<file path="src/rtl/board_game_engine.sv">
`default_nettype none
// +-------------------------------------------------------------------------------------+
// | board_game_engine : N x N two-player engine with K-in-a-row win detection, saturating |
// | scores and one-hot screen select. Define UNDO_EN to enable single-level undo. Rev 1.0 |
// +-------------------------------------------------------------------------------------+
module board_game_engine #(
    parameter int  N       = 3,
    parameter int  K       = 3,
    parameter int  SCORE_W = 6,
    localparam int IDX_W   = $clog2(N*N)
) (
    input  logic               clk_100MHz,
    input  logic               reset,
    input  logic               click_valid,
    input  logic [IDX_W-1:0]   click_idx,
    input  logic               any_click,
    input  logic               erase,
    input  logic               restart,
    output logic [N*N-1:0]     x_matrix,
    output logic [N*N-1:0]     o_matrix,
    output logic               turn_x,
    output logic [SCORE_W-1:0] score_x,
    output logic [SCORE_W-1:0] score_o,
    output logic               inc_x_score,
    output logic               inc_o_score,
    output logic               disp_start,
    output logic               disp_play,
    output logic               disp_win_x,
    output logic               disp_win_o,
    output logic               disp_tie
);

    localparam int                 CELLS       = N*N;
    localparam logic [CELLS-1:0]   c_ONE       = {{(CELLS-1){1'b0}}, 1'b1};
    localparam logic [SCORE_W-1:0] c_SCORE_ONE = {{(SCORE_W-1){1'b0}}, 1'b1};

    typedef enum logic [2:0] {
        S_START = 3'd0,
        S_PLAY  = 3'd1,
        S_CHECK = 3'd2,
        S_WIN_X = 3'd3,
        S_WIN_O = 3'd4,
        S_TIE   = 3'd5
    } state_t;

    state_t             r_state, w_next;
    logic [4:0]         r_disp;
    logic [CELLS-1:0]   r_x, r_o;
    logic               r_turn_x;
    logic [SCORE_W-1:0] r_score_x, r_score_o;
    logic               r_inc_x, r_inc_o;
    logic               r_any_d, r_restart_d;

    logic               w_any_rise, w_restart_rise, w_clear, w_place, w_undo_fire;
    logic               w_win, w_full, w_click_ok;
    logic [CELLS-1:0]   w_occ, w_click_bit, w_mover;
    logic [4*CELLS-1:0] w_hits;

    function automatic logic [CELLS-1:0] f_mask(input int r, input int c, input int dr, input int dc);
        logic [CELLS-1:0] m;
        m = '0;
        for (int k = 0; k < K; k++)
            m = m | (c_ONE << ((r + k*dr)*N + c + k*dc));
        return m;
    endfunction

    function automatic logic [4:0] f_disp(input state_t s);
        case (s)
            S_START:         f_disp = 5'b10000;
            S_PLAY, S_CHECK: f_disp = 5'b01000;
            S_WIN_X:         f_disp = 5'b00100;
            S_WIN_O:         f_disp = 5'b00010;
            S_TIE:           f_disp = 5'b00001;
            default:         f_disp = 5'b10000;
        endcase
    endfunction

    // Only windows lying wholly on the board are built, so runs never wrap between rows.
    assign w_mover = r_turn_x ? r_x : r_o;
    for (genvar r = 0; r < N; r++) begin : g_row
        for (genvar c = 0; c < N; c++) begin : g_col
            localparam int c_BASE = 4*(r*N + c);
            if (c + K <= N) begin : g_h
                localparam logic [CELLS-1:0] c_M = f_mask(r, c, 0, 1);
                assign w_hits[c_BASE] = (w_mover & c_M) == c_M;
            end else begin : g_h_none
                assign w_hits[c_BASE] = 1'b0;
            end
            if (r + K <= N) begin : g_v
                localparam logic [CELLS-1:0] c_M = f_mask(r, c, 1, 0);
                assign w_hits[c_BASE+1] = (w_mover & c_M) == c_M;
            end else begin : g_v_none
                assign w_hits[c_BASE+1] = 1'b0;
            end
            if ((r + K <= N) && (c + K <= N)) begin : g_d
                localparam logic [CELLS-1:0] c_M = f_mask(r, c, 1, 1);
                assign w_hits[c_BASE+2] = (w_mover & c_M) == c_M;
            end else begin : g_d_none
                assign w_hits[c_BASE+2] = 1'b0;
            end
            if ((r + K <= N) && (c + 1 >= K)) begin : g_a
                localparam logic [CELLS-1:0] c_M = f_mask(r, c, 1, -1);
                assign w_hits[c_BASE+3] = (w_mover & c_M) == c_M;
            end else begin : g_a_none
                assign w_hits[c_BASE+3] = 1'b0;
            end
        end
    end

    assign w_win          = |w_hits;
    assign w_occ          = r_x | r_o;
    assign w_full         = &w_occ;
    // Out-of-range indices shift the one-hot bit off the top and leave it zero.
    assign w_click_bit    = c_ONE << click_idx;
    assign w_click_ok     = click_valid && (|w_click_bit) && ((w_click_bit & w_occ) == '0);
    assign w_any_rise     = any_click && !r_any_d;
    assign w_restart_rise = restart && !r_restart_d;
    assign w_clear        = w_any_rise && (r_state == S_START || r_state == S_WIN_X ||
                                           r_state == S_WIN_O || r_state == S_TIE);
    assign w_place        = (r_state == S_PLAY) && !w_undo_fire && w_click_ok;

`ifdef UNDO_EN
    logic             r_erase_d, r_undo_valid, r_undo_x;
    logic [IDX_W-1:0] r_undo_idx;
    logic [CELLS-1:0] w_undo_bit;
    assign w_undo_bit  = c_ONE << r_undo_idx;
    assign w_undo_fire = erase && !r_erase_d && (r_state == S_PLAY) && r_undo_valid;
`else
    logic w_unused_erase;
    assign w_unused_erase = erase;
    assign w_undo_fire    = 1'b0;
`endif

    always_comb begin
        w_next = r_state;
        if (w_restart_rise) begin
            w_next = S_START;
        end else begin
            case (r_state)
                S_START, S_WIN_X, S_WIN_O, S_TIE: if (w_any_rise) w_next = S_PLAY;
                S_PLAY:  if (w_place) w_next = S_CHECK;
                S_CHECK: begin
                    if (w_win)       w_next = r_turn_x ? S_WIN_X : S_WIN_O;
                    else if (w_full) w_next = S_TIE;
                    else             w_next = S_PLAY;
                end
                default: w_next = S_START;
            endcase
        end
    end

    always_ff @(posedge clk_100MHz or negedge reset) begin
        if (!reset) begin
            r_state     <= S_START;
            r_disp      <= 5'b10000;
            r_x         <= '0;
            r_o         <= '0;
            r_turn_x    <= 1'b1;
            r_score_x   <= '0;
            r_score_o   <= '0;
            r_inc_x     <= 1'b0;
            r_inc_o     <= 1'b0;
            r_any_d     <= 1'b0;
            r_restart_d <= 1'b0;
`ifdef UNDO_EN
            r_erase_d    <= 1'b0;
            r_undo_valid <= 1'b0;
            r_undo_x     <= 1'b0;
            r_undo_idx   <= '0;
`endif
        end else begin
            r_any_d     <= any_click;
            r_restart_d <= restart;
            r_state     <= w_next;
            r_disp      <= f_disp(w_next);
            r_inc_x     <= 1'b0;
            r_inc_o     <= 1'b0;
`ifdef UNDO_EN
            r_erase_d   <= erase;
`endif
            if (w_restart_rise) begin
                r_x       <= '0;
                r_o       <= '0;
                r_turn_x  <= 1'b1;
                r_score_x <= '0;
                r_score_o <= '0;
`ifdef UNDO_EN
                r_undo_valid <= 1'b0;
`endif
            end else if (w_clear) begin
                r_x      <= '0;
                r_o      <= '0;
                r_turn_x <= 1'b1;
`ifdef UNDO_EN
                r_undo_valid <= 1'b0;
            end else if (w_undo_fire) begin
                if (r_undo_x) r_x <= r_x & ~w_undo_bit;
                else          r_o <= r_o & ~w_undo_bit;
                r_turn_x     <= r_undo_x;
                r_undo_valid <= 1'b0;
`endif
            end else if (w_place) begin
                if (r_turn_x) r_x <= r_x | w_click_bit;
                else          r_o <= r_o | w_click_bit;
`ifdef UNDO_EN
                r_undo_valid <= 1'b1;
                r_undo_x     <= r_turn_x;
                r_undo_idx   <= click_idx;
`endif
            end else if (r_state == S_CHECK) begin
                if (w_win) begin
                    if (r_turn_x) begin
                        r_inc_x <= 1'b1;
                        if (r_score_x != '1) r_score_x <= r_score_x + c_SCORE_ONE;
                    end else begin
                        r_inc_o <= 1'b1;
                        if (r_score_o != '1) r_score_o <= r_score_o + c_SCORE_ONE;
                    end
                end else if (!w_full) begin
                    r_turn_x <= !r_turn_x;
                end
            end
        end
    end

    assign x_matrix    = r_x;
    assign o_matrix    = r_o;
    assign turn_x      = r_turn_x;
    assign score_x     = r_score_x;
    assign score_o     = r_score_o;
    assign inc_x_score = r_inc_x;
    assign inc_o_score = r_inc_o;
    assign disp_start  = r_disp[4];
    assign disp_play   = r_disp[3];
    assign disp_win_x  = r_disp[2];
    assign disp_win_o  = r_disp[1];
    assign disp_tie    = r_disp[0];

endmodule
`default_nettype wire

</file>
<file path="config.mk">
export PLATFORM = sky130hd
export DESIGN_NAME = board_game_engine
export DESIGN_NICKNAME = d
export VERILOG_FILES = /design/src/rtl/board_game_engine.sv
export SDC_FILE = /design/constraint.sdc
export NUM_CORES = 1
export LEC_CHECK = 0
export BUFFER_PORTS_ARGS = -buffer_cell sky130_fd_sc_hd__buf_4
export CAP_MARGIN = 20
export CORE_ASPECT_RATIO = 1.5
export CORE_MARGIN = 1.5
export CORE_UTILIZATION = 45
export CTS_BUF_LIST = sky130_fd_sc_hd__clkbuf_8
export DETAILED_ROUTE_END_ITERATION = 8
export HOLD_SLACK_MARGIN = 0.06
export PLACE_DENSITY = 0.67
export SLEW_MARGIN = 20
export SYNTH_ARGS = -nofsm -noshare
export SYNTH_HDL_FRONTEND = slang
export SYNTH_SLANG_ARGS = --single-unit
</file>
<file path="constraint.sdc">
create_clock -name clk_100MHz -period 3.1 [get_ports clk_100MHz]
set_input_delay 0.31 -clock clk_100MHz [delete_from_list [all_inputs] [get_ports clk_100MHz]]
set_output_delay 0.31 -clock clk_100MHz [all_outputs]
set_load 0.005 [all_outputs]
</file>
==> results of run 1 <==
placed cells by master (no fill, tap or decap), types with 3 or more instances in the layout:
| cell | synthesis | layout |
|---|---|---|
| a211oi_1 | 4 | 4 |
| a21oi_1 | 15 | 15 |
| a22oi_1 | 7 | 7 |
| a22oi_2 | 3 | 3 |
| a31oi_1 | 8 | 8 |
| a41oi_1 | 13 | 13 |
| and3_1 | 6 | 6 |
| buf_4 | 2 | 51 |
| clkbuf_8 | 0 | 5 |
| dfrtp_1 | 41 | 41 |
| inv_1 | 10 | 11 |
| nand2_1 | 17 | 17 |
| nand2b_1 | 3 | 3 |
| nand3_1 | 7 | 7 |
| nand4_1 | 6 | 6 |
| nor2_1 | 25 | 25 |
| nor2b_1 | 3 | 3 |
| nor3_1 | 3 | 3 |
| o21ai_0 | 3 | 3 |
| o21ai_1 | 5 | 5 |
| o31ai_1 | 5 | 5 |
| o32ai_2 | 4 | 4 |
| or2_2 | 3 | 3 |
| or4_1 | 3 | 3 |
final cells by class:
cell class	count	area, sq um
Fill cell	512	2396
Multi-Input combinational cell	185	1276
Sequential cell	43	1079
Timing Repair Buffer	52	392.9
Tap cell	70	87.58
Clock buffer	5	68.82
Clock inverter	3	63.81
Inverter	12	45.04
kinds of logic (layout without fill, tap and decap cells):
logic type               Yosys count  in the layout  share of synthesized area
AND/OR/NAND/NOR                   98             98                     0.2284
AO/OA/AOI/OAI                     84             84                     0.2657
flip-flops                        43             43                     0.4289
buffers and inverters             29             72                    0.06367
adder cells (fa/ha/maj)            2              2                   0.009949
XOR/XNOR                           1              1                   0.003483
metrics by stage:
step	worst slack (ns)	utilization	std cells
global placement	0.8816	0.5307	361
CTS	0.8612	0.5570	370
floorplan	1.201	-	257
global route	0.7030	0.5570	370
finish	0.8763	0.5570	370
detailed placement	0.8739	0.5307	361
worst max-delay path, cell delays in order, from the launching register on:
cell and delay, ns:
dfstp_2 0.74, buf_4 0.25, o32ai_2 0.13, o41a_1 0.51, a22oi_2 0.29, and4bb_1 0.23
flip-flops by register name, summed over array words and instances (netlist names):
signal and flops:
r_any_d 1, o_matrix 9, r_disp 5, score_x 6, score_o 6, r_state 3, inc_o_score 1, x_matrix 9
r_restart_d 1, inc_x_score 1, turn_x 1
per-layer routing:
metal | share of wire | routed length, um | vias up
li1 | - | - | 1074
met1 | 0.42 | 2646 | 1118
met3 | 0.035 | 221 | 12
met5 | 0 | 0 | -
met4 | 0.020 | 126 | 0
met2 | 0.53 | 3327 | 65
timing repair:
item / in CTS / in global routing
hold buffers: 1 / 0
hold endpoints to repair: 41 / 0
resized for setup: 0 / 0
power by group through the flow:
stage	logic, mW	registers [mW]	clock network (mW)
final	0.202	0.614	0.519
after CTS	0.204	0.614	0.528
after global placement	0.200	0.624	0
after detailed placement	0.202	0.625	0
after floorplan	0.146	0.608	0
after global routing	0.225	0.619	0.554
worst paths after layout:
path	endpoint	startpoint
worst max-delay path	r_disp[3]	turn_x
worst min-delay path	r_any_d	any_click
worst max register to register	r_disp[3]	turn_x
worst min register to register	score_x[3]	score_x[3]
max in group asynchronous	r_disp[4]	reset
min in group asynchronous	x_matrix[3]	reset
==> impl_metrics.csv, run 1 <==
group,metric,value,unit
routing,detail-route-antenna-nets,0,
placement,dpl.hpwl,4.501,mm
flow_run,maxCapViolCount,0,
synth,synth.top_cells.by_count,"41 x dfrtp_1, 25 x nor2_1, 17 x nand2_1, 15 x a21oi_1, 13 x a41oi_1",
setup_path,reg2reg_depth,5,
power_and_ir_drop,switching_power,0.3501,mW
power_and_ir_drop,swShare,0.2623,
timing,rsz0062_at_grt,"no",
setup_path,endpoint_kind,"flip-flop",
floorplan,fp.coreArea,5409,sq um
floorplan,rows,33,
placement,placedInstanceArea,2870,sq um
final_layout,area_growth,19.80,%
grt,grt_pass1_vias,2192,
cts,htree_levels,2,
synth,syn_area,2515,sq um
setup_path,worstSetupStartpointType,"flip-flop",
worst_hold_path,worst_hold_path_type,"input port to flip-flop",
synth,syn_inst,257,
power_and_ir_drop,powerDensity,443.0,nW/um^2
timing,relSlewSlack,0.5938,
power_and_ir_drop,combPwrFrac,0.151,
timing,skew,0.006680,ns
routing,route.vias.total,2269,
status,status,"complete, no violations",
grt,globalRoute.busiestLayer,"met2",
synth,yosysTopAreaCell,"dfrtp_1",
synth,synthArstFlopShare,1.000,
timing,finalHoldViolCount,0,
power_and_ir_drop,seq_power_share,0.460,
timing,setup_tns,0,ns
synth,avgSynthCellArea,9.786,sq um
routing,drt_iter0_drc,169,
final_layout,antennaDiodeCount,0,
synth,ys_ff_latch,43,
placement,port_buffers,46,
grt,use_met2,0.3906,
routing,wirelength,6.322,mm
setup_path,worstPathArrival,2.46,ns
routing,avgViaCountPerCell,6.132,
power_and_ir_drop,power.share.clock,0.389,
setup_path,crit_fanout,17,
grt,use_met3,0.02622,
grt,grt_pass1_wl,10.77,mm
power_and_ir_drop,p_int,0.9847,mW
setup_path,reg2reg_slack,0.88,ns
grt,met1_usage,0.2813,
cts,clkLatencyLatePin,0.30,ns
cts,clk_pin_slew,0.08,ns
cts,root_buffer,"clkbuf_8",
timing,holdWs,0.1286,ns
timing,setup_viol,0,
synth,synth_warnings,0,
synth,yosysMostFrequentCell,"dfrtp_1",
synth,synth-edff-count,0,
cts,cts_num_sinks,43,
grt,grt_overflow,0,
synth,ys_types,63,
final_layout,nets,311,
power_and_ir_drop,vdd_ir_drop_max,0.0002533,V
grt,grt_max_degree,44,
timing,worstMarginPinSlew,0.6041,ns
timing,drv_slew,0,
cts,postCtsSetupBuffers,0,
floorplan,ios,48,
final_layout,final_area,3013,sq um
routing,drtPass1Iterations,4,
routing,wl_per_cell,17.09,um
power_and_ir_drop,p_leak,1.326,nW
synth,synth_seq_area_share,0.4289,
floorplan,die_w,64.04,um
grt,antenna_found_initial,0,
timing,min_period,2.224,ns
final_layout,drive_above_1_share,0.2700,
cts,clk_path_buf_depth,2,
synth,synth_top_area_frac,0.4080,
setup_path,crit_required,3.34,ns
cts,cts_buffers,5,
cts,cts_tree,"built",
floorplan,initial_core_util,0.4650,
grt,grt_usage,0.2252,
routing,drc_errors,0,
floorplan,die_h,94.56,um
synth,synth_ff_type,"dfrtp_1",
placement,gp_congestion,0.8429,
synth,syn_nets,269,
timing,max_clock_freq,449.7,MHz
setup_path,crit_type,"flip-flop to flip-flop",
power_and_ir_drop,total_power,1.335,mW
worst_hold_path,min_path_cells,1,
synth,synthTopCellsByArea,"dfrtp_1 41%, a41oi_1 4.5%, nor2_1 3.7%, a21oi_1 3.0%, o32ai_2 2.6%",
floorplan,die_area,6056,sq um
timing,period_share,0.7173,
No activity file was read; power rests on OpenSTA's default activity.
==> run 2: changes to the inputs <==
PLACE_DENSITY = 0.7   (was 0.67)
clock period = 2 ns   (was 3.1 ns; I/O delays follow)
==> run 2 against run 1 <==
Effect of this change: register-to-register slack worse by 0.87 ns; global-route usage grew 0.13 points; die area did not move; total power increased by 40%; cell count is 7.3% higher; core utilization increased by 5.5 points; critical path type unchanged.
==> impl_metrics.csv, run 2 (same netlist as run 1, synthesis figures left out) <==
group,metric,value,unit
status,status,"complete, no violations",
setup_path,r2r_start,"turn_x",
power_and_ir_drop,p_leak,1.437,nW
setup_path,cp-endpoint,"score_x[2]",
timing,skew,0.003469,ns
routing,avgViaCountPerCell,6.035,
final_layout,multi_input_area,1389,sq um
power_and_ir_drop,p_int,1.305,mW
setup_path,reg2reg_depth,7,
cts,clk_path_buf_depth,2,
setup_path,crit_fanout,6,
floorplan,rows,33,
timing,setup_viol,0,
cts,cts_buffers,5,
power_and_ir_drop,vdd_ir_drop_max,0.0003567,V
routing,wirelength,6.637,mm
setup_path,worstPathArrival,2.22,ns
grt,antenna_found_initial,0,
setup_path,worstSetupStartpointType,"flip-flop",
timing,period_share,0.9967,
final_layout,nets,338,
final_layout,utilization,0.6123,
grt,grt_overflow,0,
setup_path,endpoint_kind,"flip-flop",
routing,wl_met1,2.708,mm
grt,grt_pass1_vias,2205,
cts,clk_pin_slew,0.08,ns
placement,port_buffers,46,
routing,wl_per_cell,16.72,um
setup_path,crit_type,"flip-flop to flip-flop",
setup_path,path_cells,"nand2_1 -> o32ai_4 -> o41ai_2 -> buf_4 -> buf_6 -> or4_4 -> a21oi_2",
timing,finalHoldViolCount,0,
grt,grt_pass1_wl,10.76,mm
timing,min_period,1.993,ns
routing,detail-route-antenna-nets,0,
floorplan,initial_core_util,0.4650,
cts,htree_levels,2,
final_layout,antennaDiodeCount,0,
floorplan,die_h,94.56,um
routing,drtPass1Iterations,4,
floorplan,fp.coreArea,5409,sq um
power_and_ir_drop,power.share.clock,0.293,
setup_path,cpPeakStageDelay,0.62,ns
final_layout,seq_area,1086,sq um
cts,cts_num_sinks,43,
setup_path,cp-startpoint,"turn_x",
power_and_ir_drop,switching_power,0.5626,mW
timing,layout_setup_ws,0.006654,ns
setup_path,crit_required,2.23,ns
final_layout,layout_commonest_cell,"buf_4",
routing,met3_wirelength,238,um
final_layout,mostFrequentLayoutCells,"72 x buf_4, 35 x dfrtp_1, 25 x nor2_1, 17 x nand2_1, 13 x a41oi_1",
placement,gp_congestion,0.8787,
routing,route.vias.total,2396,
final_layout,area_growth,31.69,%
setup_path,cp_slowest_cell,"dfstp_2",
setup_path,reg2reg_slack,0.007,ns
power_and_ir_drop,seq_power_share,0.502,
routing,top_layer_used,"met4",
worst_hold_path,worst_hold_path_type,"input port to flip-flop",
cts,cts_tree,"built",
power_and_ir_drop,powerDensity,563.9,nW/um^2
timing,drv_slew,0,
floorplan,die_w,64.04,um
routing,dr_wl_met2,3.505,mm
routing,drt_iter0_drc,196,
placement,pre_cts_ws,0.04583,ns
floorplan,ios,48,
grt,grt_max_degree,44,
setup_path,worstReg2RegEnd,"score_x[2]",
timing,rsz0062_at_grt,"yes",
power_and_ir_drop,swShare,0.3012,
final_layout,drive_above_1_share,0.3884,
placement,dpl.hpwl,4.725,mm
floorplan,die_area,6056,sq um
routing,drc_errors,0,
grt,grt_usage,0.2265,
cts,clkLatencyLatePin,0.29,ns
final_layout,n_fill_cell,475,
cts,root_buffer,"clkbuf_8",
flow_run,maxCapViolCount,0,
timing,relSlewSlack,0.5664,
power_and_ir_drop,combPwrFrac,0.206,
timing,max_clock_freq,501.7,MHz
timing,worstMarginPinSlew,0.6448,ns
==> run 2: routing by layer <==
layer / vias to the layer above / GRT usage
met1: 1175 / 0.2777
met5: - / 0
li1: 1126 / -
met3: 18 / 0.03337
met2: 77 / 0.4002
met4: 0 / 0.08333
==> run 2: area by class of cell <==
class / count / share of cell area
multi-input cells: 185 / 0.4193
flip-flops and latches: 43 / 0.3279
repair buffers: 79 / 0.1859
well taps: 70 / 0.02645
clock buffers: 5 / 0.02078
inverters: 12 / 0.01473
clock inverters: 3 / 0.004911
==> run 2: worst min-delay path by stage <==
stage                 start          end  slack [ns]  cells after the start
2_1_floorplan         reset  inc_o_score        -0.1                      0
3_3_place_gp          reset  inc_x_score        0.22                      1
3_5_place_dp          reset  inc_x_score        0.22                      1
4_1_cts        click_idx[0]  o_matrix[4]        0.30                      4
5_1_grt        click_idx[0]  o_matrix[4]        0.34                      4
6_report       click_idx[0]  o_matrix[4]        0.31                      4
==> run 2: what timing repair did <==
action / in CTS / in global routing
setup buffers: 0 / 5
setup endpoints to repair: 0 / 12
gates resized for setup: 0 / 33
hold endpoints to repair: 43 / 0
hold buffers: 3 / 0
==> run 2: critical path: cells and delay by family (launching register included) <==
kind | cells | cell delay [ns]
DFF | 1 | 0.62
and+or+nand+nor | 2 | 0.59
AOI/OAI and AO/OA | 3 | 0.40
buffers and inverters | 2 | 0.30
==> run 2: power groups by stage <==
stage                     Clock [mW]  Combinational [mW]  Sequential (mW)
after detailed placement           0               0.352            0.956
after floorplan                    0               0.226            0.942
after global routing           0.594               0.422            0.942
after global placement             0               0.345            0.955
final                          0.547               0.384            0.937
after CTS                      0.553               0.357            0.938
==> run 2: stage by stage <==
step                power [mW]  std cells  cell area [sq um]  TNS, ns  hold slack (ns)
global route             1.957        397               3312  -0.2669           0.3407
floorplan                1.168        257               2515        0         -0.09559
detailed placement       1.307        381               3020        0           0.2201
CTS                      1.849        392               3136        0           0.3030
finish                   1.868        397               3312        0           0.3086
global placement         1.300        381               3020        0           0.2202
==> run 3: changes to the inputs <==
ABC_CLOCK_PERIOD_IN_PS = 2000   (was unset)
CORE_UTILIZATION = 52   (was 45)
PLACE_DENSITY = 0.79   (was 0.7)
==> run 3 against run 2 <==
Effect of this change: critical endpoint is now r_disp[3]; maximum frequency decreased by 1.7%; the flow now finishes with violations (negative setup slack); via count up 4.6%; first-iteration DRC count is 4.1% lower; highest routed layer unchanged; global-route usage grew 3.0 points.
==> impl_metrics.csv, run 3 (same netlist as run 1, synthesis figures left out) <==
group,metric,value,unit
setup_path,worstPathArrival,2.26,ns
placement,gp_congestion,0.9123,
power_and_ir_drop,total_power,1.897,mW
setup_path,crit_type,"flip-flop to flip-flop",
floorplan,die_area,5271,sq um
power_and_ir_drop,powerDensity,579.0,nW/um^2
placement,port_buffers,46,
final_layout,seq_area,1082,sq um
grt,grt_overflow,0,
timing,drv_slew,0,
cts,htree_levels,2,
timing,max_clock_freq,493.4,MHz
power_and_ir_drop,power.share.clock,0.284,
grt,grt_max_degree,44,
power_and_ir_drop,p_int,1.324,mW
routing,route.vias.total,2506,
final_layout,antennaDiodeCount,0,
setup_path,crit_required,2.23,ns
final_layout,final_cells,393,
floorplan,rows,30,
final_layout,n_fill_cell,371,
power_and_ir_drop,vdd_ir_drop_max,0.0003423,V
floorplan,initial_core_util,0.5492,
final_layout,layout_commonest_cell,"buf_4",
final_layout,utilization,0.7153,
power_and_ir_drop,p_leak,1.440,nW
floorplan,fp.coreArea,4579,sq um
floorplan,ios,48,
floorplan,die_w,59.78,um
final_layout,multi_input_area,1375,sq um
worst_hold_path,worst_hold_path_type,"input port to flip-flop",
routing,wirelength,7.028,mm
grt,antenna_found_initial,0,
cts,root_buffer,"clkbuf_8",
cts,cts_num_sinks,43,
cts,cts_tree,"built",
timing,relSlewSlack,0.6013,
grt,grt_pass1_wl,10.41,mm
power_and_ir_drop,combPwrFrac,0.219,
cts,clk_pin_slew,0.08,ns
final_layout,area_growth,30.25,%
timing,layout_setup_ws,-0.02694,ns
final_layout,mostFrequentLayoutCells,"75 x buf_4, 38 x dfrtp_1, 25 x nor2_1, 17 x nand2_1, 15 x a21oi_1",
routing,drtPass1Iterations,5,
timing,skew,0.006855,ns
timing,worstMarginPinSlew,0.5898,ns
status,status,"finished with violations",
placement,dp_cells,372,
setup_path,endpoint_kind,"flip-flop",
cts,cts_buffers,5,
grt,grt_pass1_vias,2294,
flow_run,maxCapViolCount,0,
setup_path,crit_fanout,6,
routing,wl_per_cell,17.88,um
timing,period_share,1.013,
timing,min_period,2.027,ns
setup_path,worstSetupStartpointType,"flip-flop",
placement,dpl.hpwl,4.500,mm
power_and_ir_drop,swShare,0.3022,
timing,holdWs,0.3481,ns
power_and_ir_drop,seq_power_share,0.496,
floorplan,die_h,88.18,um
grt,grt_usage,0.2568,
timing,finalHoldViolCount,0,
power_and_ir_drop,switching_power,0.5731,mW
routing,avgViaCountPerCell,6.377,
routing,detail-route-antenna-nets,0,
cts,clk_path_buf_depth,2,
final_layout,drive_above_1_share,0.3587,
timing,rsz0062_at_grt,"yes",
final_layout,nets,340,
status,violations,"negative setup slack",
cts,clkLatencyLatePin,0.29,ns
timing,setup_viol,2,
routing,drc_errors,0,
routing,drt_iter0_drc,188,
==> run 3: cell count changes in the layout (fill, tap and decap cells not counted), sizes merged <==
cell	previous run	this run
and4b	1	3
==> run 3: worst paths after layout <==
| check | startpoint | endpoint | slack (ns) | depth (start not counted) |
|---|---|---|---|---|
| max in group asynchronous | reset | x_matrix[4] | 1.18 | 2 |
| hold reg to reg | x_matrix[5] | x_matrix[5] | 0.59 | 2 |
| min in group asynchronous | reset | o_matrix[3] | 0.43 | 2 |
| setup reg to reg | x_matrix[6] | r_disp[3] | -0.03 | 5 |
| setup / recovery | x_matrix[6] | r_disp[3] | -0.03 | 5 |
| hold / removal | click_idx[0] | o_matrix[4] | 0.35 | 4 |
==> run 3: power by group through the flow <==
stage / Sequential (mW) / Combinational [mW] / Clock, mW
final: 0.942 / 0.416 / 0.539
after global routing: 0.946 / 0.449 / 0.575
after CTS: 0.943 / 0.358 / 0.542
after detailed placement: 0.964 / 0.331 / 0
after global placement: 0.962 / 0.323 / 0
after floorplan: 0.942 / 0.226 / 0
==> run 3: per-layer routing <==
metal / GRT usage / part of all wire
met2: 0.4140 / 0.51
met1: 0.3305 / 0.39
met4: 0.1172 / 0.038
met3: 0.04579 / 0.059
met5: 0 / 0
==> run 3: final cells by class <==
| class | instances | share of cell area |
|---|---|---|
| multi-input combinational | 187 | 0.4198 |
| sequential | 43 | 0.3304 |
| timing repair buffer | 79 | 0.1845 |
| tap | 64 | 0.02445 |
| clock buffer | 5 | 0.02101 |
| inverter | 12 | 0.01490 |
| clock inverter | 3 | 0.004966 |
==> run 3: what timing repair did <==
action / CTS / global route
hold buffers: 3 / 0
hold endpoints to repair: 43 / 0
buffers inserted: 3 / 5
gates resized for setup: 0 / 15
pin swaps: 0 / 2
setup endpoints to repair: 4 / 14
gates cloned: 0 / 2
==> run 3: stage by stage <==
stage	TNS [ns]	instance area [sq um]	setup WS [ns]
2_1_floorplan	0	2515	0.1011
3_3_place_gp	0	2990	0.004574
3_5_place_dp	-0.02160	2990	-0.01546
4_1_cts	0	3128	0.009672
5_1_grt	-1.152	3276	-0.1213
6_report	-0.03654	3276	-0.02694
==> run 3: worst max-delay path, cell delays in order, from the launching register on <==
cell and delay, ns:
dfrtp_2 0.47, a22oi_2 0.28, o32ai_4 0.17, o41a_1 0.54, a22oi_2 0.29, and4bb_1 0.22
